$ cat src/rtl/smc_drv.sv
// smc_drv: loads six transistor parameter sets, one beat per transistor,
// into the parallel inputs of an SMC block. It then waits SETTLE_CYC cycles
// for the block to settle, captures the block's result and holds it until
// downstream accepts it.
// Optional build macro SMC_DRV_CMP_EN adds the following: an expected-result
// input latched on the first beat, a mismatch flag, and a saturating error
// counter.
module smc_drv #(
    parameter int SETTLE_CYC = 2
) (
    input  logic       clk,
    input  logic       rst,
    input  logic       in_valid,
    input  logic [8:0] in_data,
    input  logic [1:0] in_mode,
    output logic       in_ready,
    output logic [2:0] W_0,
    output logic [2:0] V_GS_0,
    output logic [2:0] V_DS_0,
    output logic [2:0] W_1,
    output logic [2:0] V_GS_1,
    output logic [2:0] V_DS_1,
    output logic [2:0] W_2,
    output logic [2:0] V_GS_2,
    output logic [2:0] V_DS_2,
    output logic [2:0] W_3,
    output logic [2:0] V_GS_3,
    output logic [2:0] V_DS_3,
    output logic [2:0] W_4,
    output logic [2:0] V_GS_4,
    output logic [2:0] V_DS_4,
    output logic [2:0] W_5,
    output logic [2:0] V_GS_5,
    output logic [2:0] V_DS_5,
    output logic [1:0] mode,
    input  logic [9:0] smc_out_n,
    output logic       out_valid,
    output logic [9:0] out_n,
    input  logic       out_ready
`ifdef SMC_DRV_CMP_EN
    ,
    input  logic [9:0] exp_n,
    output logic       mismatch,
    output logic [7:0] err_cnt
`endif
);

    typedef enum logic [1:0] {
        IDLE   = 2'd0,
        LOAD   = 2'd1,
        SETTLE = 2'd2,
        HOLD   = 2'd3
    } state_t;

    // Settle counter value at which the SMC result is considered stable.
    localparam logic [3:0] SETTLE_LAST = 4'(SETTLE_CYC - 1);

    state_t     state_q, state_d;
    logic [2:0] beat_q, beat_d;
    logic [3:0] settle_q, settle_d;
    logic [1:0] mode_q;
    logic [9:0] out_n_q;

    logic       beat_acc;
    logic [2:0] wr_idx;
    logic       capture;
    logic       out_hs;

    // A beat lands on transistor 0 from IDLE, otherwise on the beat counter.
    assign beat_acc = in_valid && in_ready;
    assign wr_idx   = (state_q == IDLE) ? 3'd0 : beat_q;
    assign capture  = (state_q == SETTLE) && (settle_q == SETTLE_LAST);
    assign out_hs   = out_valid && out_ready;

    // State and counter registers; reset wins over any handshake.
    always_ff @(posedge clk) begin
        if (rst) begin
            state_q  <= IDLE;
            beat_q   <= 3'd0;
            settle_q <= 4'd0;
        end else begin
            state_q  <= state_d;
            beat_q   <= beat_d;
            settle_q <= settle_d;
        end
    end

    // Next-state logic: load six beats, settle, then hold until accepted.
    always_comb begin
        state_d  = state_q;
        beat_d   = beat_q;
        settle_d = settle_q;
        case (state_q)
            IDLE: begin
                if (in_valid) begin
                    beat_d  = 3'd1;
                    state_d = LOAD;
                end
            end
            LOAD: begin
                if (in_valid) begin
                    beat_d = beat_q + 3'd1;
                    if (beat_q == 3'd5) begin
                        settle_d = 4'd0;
                        state_d  = SETTLE;
                    end
                end
            end
            SETTLE: begin
                settle_d = settle_q + 4'd1;
                if (settle_q == SETTLE_LAST) begin
                    state_d = HOLD;
                end
            end
            HOLD: begin
                if (out_ready) begin
                    state_d = IDLE;
                end
            end
            default: state_d = IDLE;
        endcase
    end

    // Output decode: accept beats only while loading, result valid in HOLD.
    always_comb begin
        in_ready  = (state_q == IDLE) || (state_q == LOAD);
        out_valid = (state_q == HOLD);
    end

    // One parameter register per transistor, written only by its own beat.
    generate
        for (genvar gi = 0; gi < 6; gi++) begin : g_xtor
            logic [8:0] xtor_q;
            // Capture this transistor's {W, V_GS, V_DS} on its beat.
            always_ff @(posedge clk) begin
                if (rst) begin
                    xtor_q <= 9'd0;
                end else if (beat_acc && (wr_idx == 3'(gi))) begin
                    xtor_q <= in_data;
                end
            end
        end
    endgenerate

    assign W_0    = g_xtor[0].xtor_q[8:6];
    assign V_GS_0 = g_xtor[0].xtor_q[5:3];
    assign V_DS_0 = g_xtor[0].xtor_q[2:0];
    assign W_1    = g_xtor[1].xtor_q[8:6];
    assign V_GS_1 = g_xtor[1].xtor_q[5:3];
    assign V_DS_1 = g_xtor[1].xtor_q[2:0];
    assign W_2    = g_xtor[2].xtor_q[8:6];
    assign V_GS_2 = g_xtor[2].xtor_q[5:3];
    assign V_DS_2 = g_xtor[2].xtor_q[2:0];
    assign W_3    = g_xtor[3].xtor_q[8:6];
    assign V_GS_3 = g_xtor[3].xtor_q[5:3];
    assign V_DS_3 = g_xtor[3].xtor_q[2:0];
    assign W_4    = g_xtor[4].xtor_q[8:6];
    assign V_GS_4 = g_xtor[4].xtor_q[5:3];
    assign V_DS_4 = g_xtor[4].xtor_q[2:0];
    assign W_5    = g_xtor[5].xtor_q[8:6];
    assign V_GS_5 = g_xtor[5].xtor_q[5:3];
    assign V_DS_5 = g_xtor[5].xtor_q[2:0];

    // Mode is taken from the first beat only, and the result from the last settle cycle.
    always_ff @(posedge clk) begin
        if (rst) begin
            mode_q  <= 2'd0;
            out_n_q <= 10'd0;
        end else begin
            if (beat_acc && (state_q == IDLE)) begin
                mode_q <= in_mode;
            end
            if (capture) begin
                out_n_q <= smc_out_n;
            end
        end
    end

    assign mode  = mode_q;
    assign out_n = out_n_q;

`ifdef SMC_DRV_CMP_EN
    logic [9:0] exp_q;
    logic [7:0] err_q;

    // Latch the expected result with the first beat; count mismatching handshakes.
    always_ff @(posedge clk) begin
        if (rst) begin
            exp_q <= 10'd0;
            err_q <= 8'd0;
        end else begin
            if (beat_acc && (state_q == IDLE)) begin
                exp_q <= exp_n;
            end
            if (out_hs && mismatch && (err_q != 8'hFF)) begin
                err_q <= err_q + 8'd1;
            end
        end
    end

    assign mismatch = out_valid && (out_n_q != exp_q);
    assign err_cnt  = err_q;
`else
    // The handshake is only needed by the comparison logic.
    logic unused_hs;
    assign unused_hs = out_hs;
`endif

endmodule

$ cat config.mk
export PLATFORM = sky130hd
export DESIGN_NAME = smc_drv
export DESIGN_NICKNAME = d
export VERILOG_FILES = /design/src/rtl/smc_drv.sv
export SDC_FILE = /design/constraint.sdc
export NUM_CORES = 1
export LEC_CHECK = 0
export CORE_MARGIN = 4
export CORE_UTILIZATION = 42
export CTS_CLUSTER_DIAMETER = 200
export DETAILED_ROUTE_END_ITERATION = 6
export HOLD_SLACK_MARGIN = 0.06
export PLACE_DENSITY = 0.76
export SYNTH_ARGS = -nofsm -noshare
export SYNTH_HDL_FRONTEND = slang
export SYNTH_SLANG_ARGS = --single-unit
$ cat constraint.sdc
create_clock -name clk -period 2 [get_ports clk]
set_input_delay 0.6 -clock clk [delete_from_list [all_inputs] [get_ports clk]]
set_output_delay 0.6 -clock clk [all_outputs]
set_load 0.02 [all_outputs]
==> out/metrics.cfg, run 1 <==
[final_layout]
diodes = 0
register_area_um2 = 1500
final_cells = 517
multi_input_area_um2 = 1430
final_nets = 452
fillers = 557
final_layout_size_suffix_gt1_share_pct = 12.6
syn2layout_area_growth_pct = 47.5

[synthesis]
netlist_area_um2 = 3000
synth_edf_count = 0
syn_area_per_cell_um2 = 9.75
synth_flop_cell = dfxtp_1
async_flop_share_pct = 0
ys_types = 33
ys_ff_latch = 75
synthCells = 308
synth_area_leaders = dfxtp_1, mux2i_1, nor2_1
synth_fp_nets = 343
ys_seq_area_share_pct = 50.0
yosys.area.top_type = dfxtp_1
synth_top_cell_area_share_pct = 50.0
yosys_warnings = 0

[drt]
drc = 0
ant_nets = 0
top_layer_used = met4
vias_per_cell = 4.82
vias = 2494
met3_length_um = 832
dr.pass1.iters = 4
drtIter0Drc = 120
wl_per_cell_um = 14.4
wirelength_mm = 7.47
dr_wl_met2_mm = 3.43
met1_length_mm = 3.06

[sta]
grt_setup_unrepaired = no
final_max_slew_viol_count = 0
min_period_ns = 1.96
max_freq_ghz = 0.510
slew_headroom_pct = 74.6
setup_viol_count_final = 0
tightest_slew_ns = 0.381
skew_ns = 0.00670
setup_tns_ns = 0
final-hold-violation-count = 0
finalCritPeriodShare_pct = 98.0

[setup_path]
critical-path-top-delay-family = buffers and inverters
worstPathRequired_ns = 1.40
r2r_slack_ns = 0.10
cp.arrival_ns = 1.36
path_max_fanout = 2
crit_buf_inv = 1
startpoint_type = flop
slowest_delay_ns = 0.63
crit_chain = clkdlybuf4s50_1
end_kind = output pin
critical-path-slowest-cell = clkdlybuf4s50_1
critical_path_class = flop to output pin

[floorplanning]
die_h_um = 92.6
initial_core_util_pct = 43.7
coreArea_um2 = 6870
dieWidth_um = 92.6
rows = 30
io_pins = 93
dieArea_um2 = 8570

[placed_design]
hpwl_mm = 5.25
dp.cells = 502
gp_congestion = 0.840
portBuffers = 92

[global_routing]
antenna_found_initial = 0
grt_max_degree = 33
grt_pass1_wl_mm = 12.3
grt_pass1_vias = 2496
grt_overflow = 0
grt_usage_pct = 18.1

[power_and_ir_drop]
power_density_nw_per_um2 = 901
peakVddDrop_v = 0.000670
total_leakage_power_nw = 1.95
report.power.total_w = 0.00399

[clock_tree]
clock_sinks = 75
h-tree-depth = 3
clk_latency_ns = 0.34
cts_tree = done
numCtsBuffers = 9
clk_path_buf_depth = 2
cts-root-buf = clkbuf_8
clk_pin_slew_worst_paths_ns = 0.08

[job]
drv_cap = 0

[min_path]
hp-class = flop to flop

[run_status]
status = completed

-- logic make-up (layout without fill, tap and decap cells) --
logic type | count (synthesis) | in the layout | synth area share, %
and+or+nand+nor | 117 | 117 | 17.3
muxes | 58 | 58 | 19.3
DFF | 75 | 75 | 50.0
buffers and inverters | 22 | 135 | 3.25
adders and majority gates | 10 | 10 | 4.17
xor gates and xnor gates | 2 | 2 | 0.583
AOI/OAI and AO/OA | 24 | 24 | 5.33
-- metrics by stage --
stage          hold slack [ns]  worst slack [ns]  utilization [%]  area [um^2]
2_1_floorplan            0.500             0.176                -         3000
3_3_place_gp             0.442            -0.189             60.9         4180
3_5_place_dp             0.445            -0.246             60.9         4180
4_1_cts                  0.457          -0.00122             64.0         4400
5_1_grt                  0.473           0.00944             64.5         4430
6_report                 0.454            0.0395             64.5         4430
-- placed cells by master (no fill, tap or decap), types with 3 or more instances in the layout --
| cell | count |
|---|---|
| clkbuf_8 | 9 |
| inv_1 | 3 |
| nand2_1 | 27 |
| dfxtp_1 | 73 |
| nand3_1 | 4 |
| buf_4 | 18 |
| mux2i_1 | 57 |
| clkdlybuf4s50_1 | 88 |
| ha_1 | 8 |
| a21oi_1 | 15 |
| nor2b_1 | 4 |
| buf_12 | 4 |
| nor2_1 | 66 |
-- cell usage after synthesis (2+ instances only) --
cell type and number:
dfxtp_1 75, nor2_1 66, mux2i_1 58, nand2_1 27, a21oi_1 15, clkbuf_1 11
ha_1 10, inv_1 5, nand3_1 4, nor2b_1 4, buf_2 3, buf_4 3
a21boi_1 2, nand2b_1 2, nor4b_1 2, o21ai_0 2, or4_1 2, xnor2_1 2
-- layer usage --
metal | GRT usage, % | vias to the layer above
li1 | - | 1245
met1 | 20.9 | 1145
met3 | 8.20 | 14
met4 | 8.42 | 0
met2 | 28.7 | 90
met5 | 0 | -
-- final cells by class --
cell class / instances / area share, %
flip-flops and latches: 75 / 33.9
repair buffers: 115 / 25.9
clock inverters: 6 / 2.03
well taps: 96 / 2.71
clock buffers: 9 / 2.80
multi-input cells: 211 / 32.2
inverters: 5 / 0.424
-- timing repair --
| item | 4_1_cts | 5_1_grt |
|---|---|---|
| endpoints found under the setup margin | 7 | 11 |
| gates cloned | 0 | 0 |
| resized for setup | 7 | 12 |
| endpoints found under the hold margin | 0 | 0 |
| setup buffers | 0 | 0 |
| hold buffers | 0 | 0 |
-- path summary, 6_finish.rpt --
| kind | from | end | cells past startpoint |
|---|---|---|---|
| worst max register to register | state_q[0] | g_xtor[3].xtor_q[4] | 8 |
| worst min-delay path | out_n[4] | out_n[4] | 2 |
| worst max-delay path | g_xtor[3].xtor_q[4] | V_GS_3[1] | 1 |
| worst min register to register | out_n[4] | out_n[4] | 2 |
-- worst register-to-register path, stage by stage (launching register included) --
cell and delay, ns:
dfxtp_2 0.37, inv_2 0.05, ha_2 0.17, buf_4 0.17, nand4b_4 0.18, or4_4 0.44
buf_8 0.17, mux2i_2 0.19, nor2_1 0.06
-- registers in the layout (all words and copies together) (netlist names) --
register and flops:
g_xtor.xtor_q 54, settle_q 4, out_n 10, mode 2, beat_q 3, state_q 2
-- report_power, final --
group	switching (W)	leakage, nW	internal, W
Sequential	0.0000707	0.607	0.00158
Clock	0.000559	0.106	0.000700
Combinational	0.000542	1.24	0.000543
Total	0.00117	1.95	0.00282
No activity file was read; power rests on OpenSTA's default activity.
==> inputs of run 2 (changes only) <==
--- a/config.mk
+++ b/config.mk
@@ -5,10 +5,12 @@
 export SDC_FILE = /design/constraint.sdc
 export NUM_CORES = 1
 export LEC_CHECK = 0
+export ABC_AREA = 1
 export CORE_MARGIN = 4
-export CORE_UTILIZATION = 42
+export CORE_UTILIZATION = 43
 export CTS_CLUSTER_DIAMETER = 200
 export DETAILED_ROUTE_END_ITERATION = 6
+export GPL_ROUTABILITY_DRIVEN = 1
 export HOLD_SLACK_MARGIN = 0.06
 export PLACE_DENSITY = 0.76
 export SYNTH_ARGS = -nofsm -noshare
==> out/metrics.cfg, run 2 <==
[final_layout]
regMostFlops = g_xtor.xtor_q
layout_common_cells = nor2_1, clkdlybuf4s50_1, dfxtp_1, nand2_1, inv_1
final_layout_size_suffix_gt1_share_pct = 9.81  ; -2.8 points
syn2layout_area_growth_pct = 39.9
layout_commonest_cell = nor2_1
final_nets = 570  ; +26%
largest_reg_flops = 54  ; unchanged
design_area_um2 = 4540  ; +2.5%
diodes = 0  ; unchanged

[floorplanning]
coreArea_um2 = 7290  ; +6.2%
dieArea_um2 = 9000  ; +5.0%
die_h_um = 94.9  ; +2.5%
io_pins = 93  ; unchanged
initial_core_util_pct = 44.5  ; +0.78 points
rows = 31  ; +3.3%
dieWidth_um = 94.9  ; +2.5%

[job]
drv_cap = 0  ; unchanged

[drt]
wirelength_mm = 8.25  ; +11%
ant_nets = 0  ; unchanged
drc = 0  ; unchanged
drtIter0Drc = 111  ; -7.5%
vias = 3066  ; +23%
vias_per_cell = 4.80  ; -0.54%
dr.pass1.iters = 4  ; unchanged
wl_per_cell_um = 12.9  ; -11%

[power_and_ir_drop]
internal_power_w = 0.00291  ; +3.3%
sequentialPowerShare_pct = 38.4  ; -2.9 points
power_density_nw_per_um2 = 1020  ; +13%
p_comb_share_pct = 38.8  ; +12 points
report.power.total_w = 0.00462  ; +16%
power_frac_clock_pct = 22.9  ; -8.6 points
switching_power_w = 0.00171  ; +46%
p_sw_share_pct = 37.0  ; +7.6 points
peakVddDrop_v = 0.000464  ; -31%
total_leakage_power_nw = 1.86  ; -4.7%

[sta]
tightest_slew_ns = 0.446  ; +0.0659 ns
finalCritPeriodShare_pct = 96.6  ; -1.5 points
max_freq_ghz = 0.518  ; +1.5%
slew_headroom_pct = 70.2  ; -4.4 points
skew_ns = 0.00478  ; -0.00191 ns
final-hold-violation-count = 0  ; unchanged
final_max_slew_viol_count = 0  ; unchanged
grt_setup_unrepaired = no
min_period_ns = 1.93  ; -0.0291 ns
layout_setup_ws_ns = 0.0687  ; +0.0291 ns
setup_viol_count_final = 0  ; unchanged

[placed_design]
pre_cts_slack_ns = -0.0387  ; +0.207 ns
hpwl_mm = 6.19  ; +18%
portBuffers = 92  ; unchanged
gp_congestion = 0.846  ; +0.73%
placed_area_um2 = 4360  ; +4.2%

[synthesis]
ys_ff_latch = 75  ; unchanged
yosys_warnings = 0  ; unchanged
async_flop_share_pct = 0  ; unchanged
yosys.area.top_type = dfxtp_1
synth_edf_count = 0  ; unchanged
synth_area_leaders = dfxtp_1, nor2_1, nand2_1
ys_top_cells_by_count = nor2_1, dfxtp_1, nand2_1
synth_flop_cell = dfxtp_1
syn_area_per_cell_um2 = 7.51  ; -23%
synth.most_common_cell = nor2_1
synth_fp_nets = 467  ; +36%
synth_top_cell_area_share_pct = 46.3  ; -3.7 points
ys_seq_area_share_pct = 46.3  ; -3.7 points
synthCells = 432  ; +40%
ys_types = 28  ; -15%
netlist_area_um2 = 3240  ; +8.0%

[global_routing]
grt_overflow = 0  ; unchanged
grt_max_degree = 42  ; +27%
grt_pass1_wl_mm = 13.2  ; +6.8%
antenna_found_initial = 0  ; unchanged
grt_usage_pct = 19.0  ; +0.88 points
grt_pass1_vias = 2869  ; +15%

[clock_tree]
clock_sinks = 75  ; unchanged
ctsHoldBuffers = 0  ; unchanged
cts-root-buf = clkbuf_8
cts_tree = done
clk_path_buf_depth = 2  ; unchanged
h-tree-depth = 3  ; unchanged
numCtsBuffers = 9  ; unchanged
clk_pin_slew_worst_paths_ns = 0.07  ; about the same
clk_latency_ns = 0.35  ; about the same
post-cts-setup-buffer-count = 0  ; unchanged

[setup_path]
critical_path_class = flop to output pin
startpoint_type = flop
end_kind = output pin
path_max_fanout = 4  ; +2
cp.arrival_ns = 1.33  ; -0.03 ns
worstPathRequired_ns = 1.40  ; about the same

[min_path]
hp-class = flop to flop

[run_status]
status = completed

## run 2: repair_timing
item / 4_1_cts / 5_1_grt
gates resized for setup: 6 / 4
endpoints found under the hold margin: 0 / 0
setup endpoints to repair: 2 / 3
## run 2: cells by family (layout without fill, tap and decap cells)
group / count (synthesis) / in the layout / synth area share [%]
fa+ha+maj: 10 / 10 / 3.86
compound gates: 62 / 62 / 10.3
xor+xnor: 1 / 1 / 0.270
simple gates: 227 / 227 / 31.4
buf+inv: 57 / 165 / 7.91
flops: 75 / 75 / 46.3
## run 2: stage by stage
step,cells,TNS (ns),util (%),hold slack (ns)
floorplan,432,0,-,0.475
global placement,623,-0.000903,59.7,0.432
detailed placement,623,-0.208,59.7,0.437
CTS,639,0,62.2,0.449
global route,639,0,62.3,0.470
finish,639,0,62.3,0.444
## run 2: critical path, cell delays in order, from the launching register on
cell,delay [ns]
dfxtp_2,0.34
buf_4,0.13
ha_1,0.19
dlygate4sd2_1,0.32
## run 2: power groups by stage
| stage | Clock, W | Sequential, W | Combinational [W] |
|---|---|---|---|
| 6_report | 0.00106 | 0.00177 | 0.00179 |
| 5_1_grt | 0.00115 | 0.00180 | 0.00199 |
| 4_1_cts | 0.00108 | 0.00177 | 0.00181 |
| 3_5_place_dp | 0 | 0.00180 | 0.00181 |
| 3_3_place_gp | 0 | 0.00179 | 0.00177 |
| 2_1_floorplan | 0 | 0.00194 | 0.00101 |
## run 2: layer usage
layer  part of all wire, %  routed length [um]  global-route usage [%]  vias up
li1                      -                   -                       -     1575
met1                    45                3680                    23.5     1371
met2                    46                3800                    31.1       99
met3                   6.1                 506                    4.86       21
met4                   3.3                 269                    8.77        0
met5                     0                   0                       0        -
## run 2: final cells by class
class | count | area [um^2]
Timing Repair Buffer | 106 | 1070
Clock inverter | 4 | 25.0
Inverter | 43 | 169
Clock buffer | 12 | 155
Fill cell | 667 | 2750
Tap cell | 99 | 124
Multi-Input combinational cell | 300 | 1490
Sequential cell | 75 | 1500
## run 2: worst paths after layout
| kind | depth (start not counted) | slack, ns | start | end |
|---|---|---|---|---|
| setup / recovery | 3 | 0.07 | state_q[0] | out_valid |
| hold / removal | 2 | 0.44 | out_n[5] | out_n[5] |
| setup reg to reg | 9 | 0.22 | state_q[0] | g_xtor[5].xtor_q[6] |
| hold reg to reg | 2 | 0.44 | out_n[5] | out_n[5] |
